### src/rtl/imm_gen_pipe.sv
// Registered RV32I immediate generator with a 1- or 2-deep output pipeline.
// Optional macro IMM_GEN_ZIMM_EN: decode CSR*I zimm (fmt 6) on the SYSTEM opcode.
module imm_gen_pipe #(
    parameter int unsigned XLEN        = 32,
    parameter int unsigned PIPE_STAGES = 1
) (
    input  logic            clk,
    input  logic            reset,
    input  logic            load,
    input  logic            flush,
    input  logic [31:0]     instr,
    output logic [XLEN-1:0] imm_out,
    output logic [2:0]      imm_fmt,
    output logic            imm_valid,
    output logic            imm_illegal
);

    localparam int unsigned FMT_W = 3;

    localparam logic [FMT_W-1:0] FMT_NONE = 3'd0;
    localparam logic [FMT_W-1:0] FMT_I    = 3'd1;
    localparam logic [FMT_W-1:0] FMT_S    = 3'd2;
    localparam logic [FMT_W-1:0] FMT_B    = 3'd3;
    localparam logic [FMT_W-1:0] FMT_U    = 3'd4;
    localparam logic [FMT_W-1:0] FMT_J    = 3'd5;
`ifdef IMM_GEN_ZIMM_EN
    localparam logic [FMT_W-1:0] FMT_Z    = 3'd6;
`endif
    localparam logic [FMT_W-1:0] FMT_ILL  = 3'd7;

    typedef struct packed {
        logic             valid;
        logic             illegal;
        logic [FMT_W-1:0] fmt;
        logic [XLEN-1:0]  imm;
    } stage_t;

    logic [6:0]       opcode;
    logic [31:0]      dec_imm32;
    logic [FMT_W-1:0] dec_fmt;
    logic             dec_illegal;
    stage_t           s1;
    stage_t           s_out;

    assign opcode = instr[6:0];

    // Decode the 32-bit immediate; widening to XLEN happens at capture.
    always_comb begin
        dec_imm32   = '0;
        dec_fmt     = FMT_NONE;
        dec_illegal = 1'b0;
        case (opcode)
            7'b0000011, 7'b0010011, 7'b1100111: begin
                dec_imm32 = {{20{instr[31]}}, instr[31:20]};
                dec_fmt   = FMT_I;
            end
            7'b0100011: begin
                dec_imm32 = {{20{instr[31]}}, instr[31:25], instr[11:7]};
                dec_fmt   = FMT_S;
            end
            7'b1100011: begin
                dec_imm32 = {{19{instr[31]}}, instr[31], instr[7],
                             instr[30:25], instr[11:8], 1'b0};
                dec_fmt   = FMT_B;
            end
            7'b0110111, 7'b0010111: begin
                dec_imm32 = {instr[31:12], 12'b0};
                dec_fmt   = FMT_U;
            end
            7'b1101111: begin
                dec_imm32 = {{11{instr[31]}}, instr[31], instr[19:12],
                             instr[20], instr[30:21], 1'b0};
                dec_fmt   = FMT_J;
            end
            7'b0110011: begin
                dec_fmt = FMT_NONE;
            end
            7'b1110011: begin
`ifdef IMM_GEN_ZIMM_EN
                if (instr[14:12] == 3'b101 || instr[14:12] == 3'b110 ||
                    instr[14:12] == 3'b111) begin
                    dec_imm32 = {27'b0, instr[19:15]};
                    dec_fmt   = FMT_Z;
                end else begin
                    dec_imm32 = {{20{instr[31]}}, instr[31:20]};
                    dec_fmt   = FMT_I;
                end
`else
                dec_imm32 = {{20{instr[31]}}, instr[31:20]};
                dec_fmt   = FMT_I;
`endif
            end
            default: begin
                dec_fmt     = FMT_ILL;
                dec_illegal = 1'b1;
            end
        endcase
    end

    // Stage 1: capture on load; flush wins over load.
    always_ff @(posedge clk or posedge reset) begin
        if (reset) begin
            s1 <= '0;
        end else if (flush) begin
            s1 <= '0;
        end else if (load) begin
            s1.valid   <= 1'b1;
            s1.illegal <= dec_illegal;
            s1.fmt     <= dec_fmt;
            s1.imm     <= XLEN'($signed(dec_imm32));
        end
    end

    generate
        if (PIPE_STAGES == 2) begin : g_two
            stage_t s2;

            // Stage 2 tracks stage 1 every cycle so valid never drops between loads.
            always_ff @(posedge clk or posedge reset) begin
                if (reset) begin
                    s2 <= '0;
                end else if (flush) begin
                    s2 <= '0;
                end else begin
                    s2 <= s1;
                end
            end

            assign s_out = s2;
        end else begin : g_one
            assign s_out = s1;
        end
    endgenerate

    assign imm_out     = s_out.imm;
    assign imm_fmt     = s_out.fmt;
    assign imm_valid   = s_out.valid;
    assign imm_illegal = s_out.illegal;

endmodule
### config.mk
export PLATFORM = sky130hd
export DESIGN_NAME = imm_gen_pipe
export DESIGN_NICKNAME = d
export VERILOG_FILES = /design/src/rtl/imm_gen_pipe.sv
export SDC_FILE = /design/constraint.sdc
export NUM_CORES = 1
export LEC_CHECK = 0
export ABC_AREA = 1
export CORE_MARGIN = 2
export CORE_UTILIZATION = 30
export CTS_CLUSTER_SIZE = 8
export DETAILED_ROUTE_END_ITERATION = 8
export PLACE_DENSITY = 0.59
export SLEW_MARGIN = 5
export SYNTH_ARGS = -nofsm -noshare
export SYNTH_HDL_FRONTEND = slang
export SYNTH_SLANG_ARGS = --single-unit
### constraint.sdc
create_clock -name clk -period 1.43 [get_ports clk]
set_input_delay 0.286 -clock clk [delete_from_list [all_inputs] [get_ports clk]]
set_output_delay 0.286 -clock clk [all_outputs]
set_load 0.005 [all_outputs]
==> results of run 1 <==
==> registers in the layout (all words and copies together), names as in the netlist <==
name and count:
imm_valid 1, imm_fmt 3, imm_out 32, imm_illegal 1
==> cell families (layout without fill, tap and decap cells) <==
| kind of cell | after synthesis | in the layout | share of synthesized area |
|---|---|---|---|
| flip-flops | 37 | 37 | 0.413 |
| AO/OA/AOI/OAI | 2 | 2 | 0.0106 |
| buffers and inverters | 37 | 139 | 0.0849 |
| AND/OR/NAND/NOR | 221 | 223 | 0.491 |
==> synthesized netlist by cell type <==
| library cell | count | area [um2] |
|---|---|---|
| nor2_2 | 3 | 18.8 |
| clkinv_4 | 1 | 8.76 |
| buf_6 | 4 | 45.0 |
| nand3_1 | 60 | 300 |
| nand2_1 | 113 | 424 |
| nand2_4 | 2 | 22.5 |
| buf_2 | 4 | 20.0 |
| nand2_2 | 5 | 31.3 |
| dfrtp_1 | 37 | 926 |
| nand3_4 | 1 | 17.5 |
| nor2_1 | 12 | 45.0 |
| nand4_1 | 2 | 12.5 |
| inv_2 | 2 | 7.51 |
| nor3_1 | 1 | 5.00 |
| inv_1 | 18 | 67.6 |
| buf_4 | 3 | 22.5 |
| o21ai_4 | 1 | 16.3 |
| a22oi_1 | 1 | 7.51 |
| nand3_2 | 19 | 190 |
| nor2_4 | 3 | 33.8 |
| clkinv_1 | 1 | 3.75 |
| clkbuf_1 | 4 | 15.0 |
==> final cells by class <==
class | instances | area, um2
fillers | 744 | 3800
multi-input cells | 225 | 1200
repair buffers | 109 | 993
flip-flops and latches | 37 | 926
well taps | 99 | 124
inverters | 22 | 87.6
clock buffers | 5 | 68.8
clock inverters | 3 | 46.3
==> worst paths after layout <==
kind	start	to	slack, ns
max reg2reg	imm_fmt[2]	imm_fmt[2]	0.59
max in group asynchronous	reset	imm_out[10]	0.90
min	reset	imm_out[18]	0.34
min in group clk	imm_out[24]	imm_out[24]	0.48
min reg2reg	imm_out[24]	imm_out[24]	0.48
max	imm_out[23]	imm_out[23]	0.16
==> what timing repair did <==
item                                    CTS  global route
pin swaps                                 2             5
gates resized for setup                  45            14
endpoints found under the setup margin   60            35
cloned                                    1             2
buffers inserted                         13             0
==> per-layer routing <==
layer,up-vias,routed length (um),share of wire,track usage
met5,-,0,0,0
li1,1153,-,-,-
met3,8,237,0.036,0.0309
met2,51,3180,0.48,0.274
met1,1095,3090,0.47,0.203
met4,0,76,0.012,0.0423
==> report_power, final <==
group / internal [W] / switching (W) / total [W]
Combinational: 0.000186 / 0.000206 / 0.000392
Clock: 0.000522 / 0.000422 / 0.000944
Sequential: 0.00107 / 0.0000128 / 0.00108
==> through the flow <==
stage | total power [W] | cell area [um2]
final | 0.00242 | 3450
after global routing | 0.00252 | 3450
after CTS | 0.00244 | 3400
after detailed placement | 0.00149 | 3180
after global placement | 0.00149 | 3180
after floorplan | 0.00126 | 2240
==> metrics.md, run 1 <==
| Metric | Value |
|---|---|
| CP Class | reg2out |
| Mapped Cells | 297 |
| IO Count | 73 |
| # clock sinks | 37 |
| Max incr delay on CP | 0.41 ns |
| Routability Congestion | just over 0.8 |
| Crit start category | flop |
| Worst VDD drop | ~350 uV |
| Max Fclk | 0.789 GHz |
| Die ar. | 8180 um2 |
| Max-Cap Viols | 0 |
| Final worst setup slack | roughly 0.16 ns |
| Syn-to-layout area delta | 53.9% |
| Post-synthesis sequential area ratio | 0.413 |
| Diodes inserted | 0 |
| Power Dens Cells | between 700 and 800 nW/um2 |
| Non-Filler Instances | 500 |
| Initial core utilization | 0.309 |
| Skew final | 0 ns |
| Slew headroom | 0.807 |
| Worst slew pin tran | ~0.29 ns |
| Worst hold path class | in2async |
| Setup TNS | 0 ns |
| Die Height | approximately 90 um |
| Hpwl dp | about 4.6 mm |
| CP Cell Sequence | dlygate4sd2_1 |
| Number of placed instances, taps included | 476 |
| Final Net Count | 436 |
| Die width | 90.4 um |
| Final period utilization | 0.886 |
| Crit path DAT | ~1 ns |
| WL final | 6.58 mm |
| CTS root buf | clkbuf_8 |
| Synthesized flop and latch total | 37 |
| Hold Vio Cnt, Final | 0 |
| Layout cells sized above 1 | 0.227 |
| P_leak | 2.11 nW |
| Data required time of the worst path | 1.14 ns |
| GR Util All Layers | 0.159 |
| Port bufs | between 70 and 80 |
| Hold WS | ~0.34 ns |
| Synth Net Count | 333 |
| Drt wl/cell | approximately 13 um |
| Pre-CTS setup slack | -0.384 ns |
| Total number of vias | between 2k and 2.5k |
| DRC | 0 |
| Largest net degree at the start of global routing | 38 |
| Avg Cell Area, Syn | 7.55 um2 |
| Commonest non-fill, non-tap cell in the layout | nand2_1 |
| Crit-path slowest cell | dfrtp_1 |
| H-Tree Depth | 2 |
| Core Rows | 31 |
| R2R depth | 3 |
| Crit path time final | ~1.3 ns |
| Worst skew pair latency | approximately 0.29 ns |
| Yosys warns | 0 |
| Final setup violation count | 0 |
| Max-slew violations | 0 |
| Vias in the first global route | approximately 2.3k |
| CORE AREA | 7250 um2 |
| Initial antenna violation count | 0 |
| Initial DRC Count | around 60 |
| Netlist cell types | 22 |
| Final antenna-violating net count | 0 |
| Utilization after layout | 0.475 |
| CP Capture Type | output port |
| Bufs on Longest Clock Path | 2 |
| RSZ-0062 raised after global routing | false |
| CTS clk-pin slew, worst paths | ~0.080 ns |
| Commonest cells after routing, fill and taps aside | 112 x nand2_1, 59 x nand3_1, 40 x dlygate4sd2_1 |
| CP top delay family | flip-flops |
| Clock buffer count from CTS | 5 |
| Drt via density | about 4.6 |
| CP Max Fanout | 2 |
| First-pass GRT wire length | between 10 and 15 mm |
| CP bufs+invs | 1 |
| TritonCTS clock tree | built |
| Status | completed |
| Crit path depth | 1 |
| Hold Buf Count CTS | 0 |
| Pre-Repair DR Iteration Count | 4 |
| Total congestion overflow | 0 |
| Synth Cell Area | around 2200 um2 |
(Power assumes the default switching activity.)
==> run 2, diff against run 1 <==
--- a/config.mk
+++ b/config.mk
@@ -6,10 +6,12 @@
 export NUM_CORES = 1
 export LEC_CHECK = 0
 export ABC_AREA = 1
+export CAP_MARGIN = 20
 export CORE_MARGIN = 2
 export CORE_UTILIZATION = 30
 export CTS_CLUSTER_SIZE = 8
 export DETAILED_ROUTE_END_ITERATION = 8
+export GPL_ROUTABILITY_DRIVEN = 0
 export PLACE_DENSITY = 0.59
 export SLEW_MARGIN = 5
 export SYNTH_ARGS = -nofsm -noshare
==> constraint.sdc (replaced) <==
create_clock -name clk -period 1.43 [get_ports clk]
set_input_delay 0.286 -clock clk [delete_from_list [all_inputs] [get_ports clk]]
set_output_delay 0.286 -clock clk [all_outputs]
set_load 0.1 [all_outputs]
==> run 2 against run 1 <==
  * Worst hold slack got worse by 0.010 ns
  * Sequential share of layout area decreased by 2.2 points
  * Power increased by 11%
  * Via count decreased by 2.5%
  * Worst setup slack got worse by 0.035 ns
  * First-iteration DRC count increased by 87%
  * Routed wire length decreased by 2.3%
  * Sequential power about the same
  * Non-clock buffer count decreased by 14
  * Combinational power increased by 60%
  * Cell count decreased by 2.8%
  * Largest cell class is now non-clock buffers
==> metrics.md, run 2 (synthesis results as in run 1) <==
| Metric | Value |
|---|---|
| Status | completed |
| WL final | roughly 6.4 mm |
| CP Capture Type | flop |
| Crit path time final | ~1.3 ns |
| Data required time of the worst path | roughly 1.7 ns |
| Initial antenna violation count | 0 |
| Max-slew violations | 0 |
| Bufs on Longest Clock Path | 2 |
| Largest register FFs | 32 |
| Core Rows | 31 |
| Worst hold path class | in2async |
| Crit path DAT | about 1.6 ns |
| Die width | roughly 90 um |
| Commonest non-fill, non-tap cell in the layout | nand2_1 |
| Die Height | between 90 and 100 um |
| Syn-to-layout area delta | 67.8% |
| Initial core utilization | 0.309 |
| Vias in the first global route | 2325 |
| CP Class | in2reg |
| H-Tree Depth | 2 |
| Max incr delay on CP | 0.36 ns |
| IO Count | 73 |
| # clock sinks | 37 |
| Final Net Count | 422 |
| Fillers | roughly 700 |
| Sw Share | 0.315 |
| Total congestion overflow | 0 |
| Total number of vias | around 2.2k |
| Max-Cap Viols | 0 |
| Total Power | approximately 0.0027 W |
| Post-CTS setup buffers | 0 |
| Utilization after layout | 0.518 |
| Final period utilization | 0.911 |
| Clock buffer count from CTS | 5 |
| Die ar. | approximately 8000 um2 |
| Drt via density | around 4.6 |
| GR Util All Layers | 0.162 |
| Hpwl dp | ~4.6 mm |
| CP Max Fanout | 10 |
| Crit start category | input port |
| Diodes inserted | 0 |
| CP Cell Sequence | dlygate4sd2_1, inv_1, nand2_1, nand2_2, o21ai_4, nand2_4, nand3_1, nand3_1, nand2_1 |
| Setup TNS | 0 ns |
| Pre-Repair DR Iteration Count | 4 |
| Logic pwr share | 0.234 |
| NetSw | approximately 0.00085 W |
| RSZ-0062 raised after global routing | false |
| CTS root buf | clkbuf_8 |
| TritonCTS clock tree | built |
| Worst skew pair latency | between 0.2 and 0.3 ns |
| CORE AREA | between 7000 and 8000 um2 |
| Port bufs | 72 |
| Register share of total power | 0.409 |
| DRC | 0 |
| Largest net degree at the start of global routing | 38 |
| Hold Vio Cnt, Final | 0 |
| Max Fclk | 0.768 GHz |
| Worst slew pin tran | around 0.3 ns |
| Internal power | ~0.0018 W |
| First-pass GRT wire length | approximately 11 mm |
| Commonest cells after routing, fill and taps aside | 112 x nand2_1, 59 x nand3_1, 39 x buf_12 |
| Worst VDD drop | 374 uV |
| Slew headroom | 0.805 |
| Layout cells sized above 1 | 0.292 |
| Power Dens Cells | a little over 700 nW/um2 |
| Final setup violation count | 0 |
| Skew final | 0 ns |
| P_leak | about 2.1 nW |
| Initial DRC Count | roughly 110 |
| CTS clk-pin slew, worst paths | 0.09 ns |
| Drt wl/cell | approximately 13 um |
| Crit-path slowest cell | dlygate4sd2_1 |
| Power share of the clock group | 0.357 |
| Final antenna-violating net count | 0 |
==> run 2: cell types whose count changed in the layout (fill, tap and decap cells not counted) <==
cell / before / now
nand2_4: 5 / 7
nor2_1: 8 / 9
nor2_2: 6 / 4
nor2_4: 4 / 5
nand2_2: 3 / 2
dlygate4sd2_1: 40 / 2
nand2_8: 2 / 1
dlymetal6s2s_1: 4 / 5
buf_12: 3 / 39
buf_6: 0 / 2
buf_4: 33 / 19
buf_2: 1 / 0
==> run 2: final timing paths <==
check | startpoint | endpoint | slack, ns | cells after the start
min reg2reg | imm_fmt[1] | imm_fmt[1] | 0.54 | 2
max in group asynchronous | reset | imm_out[31] | 0.89 | 3
max | instr[6] | imm_out[20] | 0.13 | 9
min in group clk | imm_fmt[1] | imm_fmt[1] | 0.54 | 2
max reg2reg | imm_fmt[2] | imm_fmt[2] | 0.65 | 2
min | reset | imm_out[18] | 0.33 | 3
==> run 2: power by group through the flow <==
stage	Clock [W]	Sequential [W]	Combinational, W
global placement	0	0.00112	0.000618
global route	0.00101	0.00110	0.000668
CTS	0.000982	0.00110	0.000625
finish	0.000958	0.00110	0.000629
detailed placement	0	0.00112	0.000621
floorplan	0	0.00128	0.000154
==> run 2: critical path: cells and delay by family <==
family / cells / cell delay, ns
AOI/OAI and AO/OA: 1 / 0.26
and+or+nand+nor: 6 / 0.57
buffers and inverters: 2 / 0.43
==> run 2: cell type report <==
class / count / area, um2 / area share
clock buffers: 5 / 68.8 / 0.0183
multi-input cells: 225 / 1200 / 0.319
inverters: 22 / 87.6 / 0.0233
flip-flops and latches: 37 / 926 / 0.246
well taps: 99 / 124 / 0.0329
repair buffers: 95 / 1310 / 0.347
clock inverters: 3 / 46.3 / 0.0123
==> run 2: per-stage QoR <==
stage | setup WS [ns] | cells | hold WS (ns) | instance area (um2)
6_report | 0.127 | 486 | 0.330 | 3760
2_1_floorplan | 0.171 | 297 | 0.352 | 2240
3_3_place_gp | -0.382 | 476 | 0.526 | 3550
4_1_cts | -0.0144 | 484 | 0.336 | 3690
3_5_place_dp | -0.378 | 476 | 0.530 | 3550
5_1_grt | 0.0252 | 486 | 0.368 | 3760
==> run 2: metal layers <==
layer  global-route usage  vias to the layer above  wire, um  part of all wire
met3               0.0409                        7       302             0.047
li1                     -                     1125         -                 -
met4               0.0359                        0        55            0.0086
met5                    0                        -         0                 0
met2                0.293                       54      3210              0.50
met1                0.194                     1063      2860              0.44
==> run 2: repair_timing <==
action	4_1_cts	5_1_grt
setup endpoints to repair	24	34
pin swaps	2	6
hold buffers	0	0
resized for setup	6	17
cloned	0	2
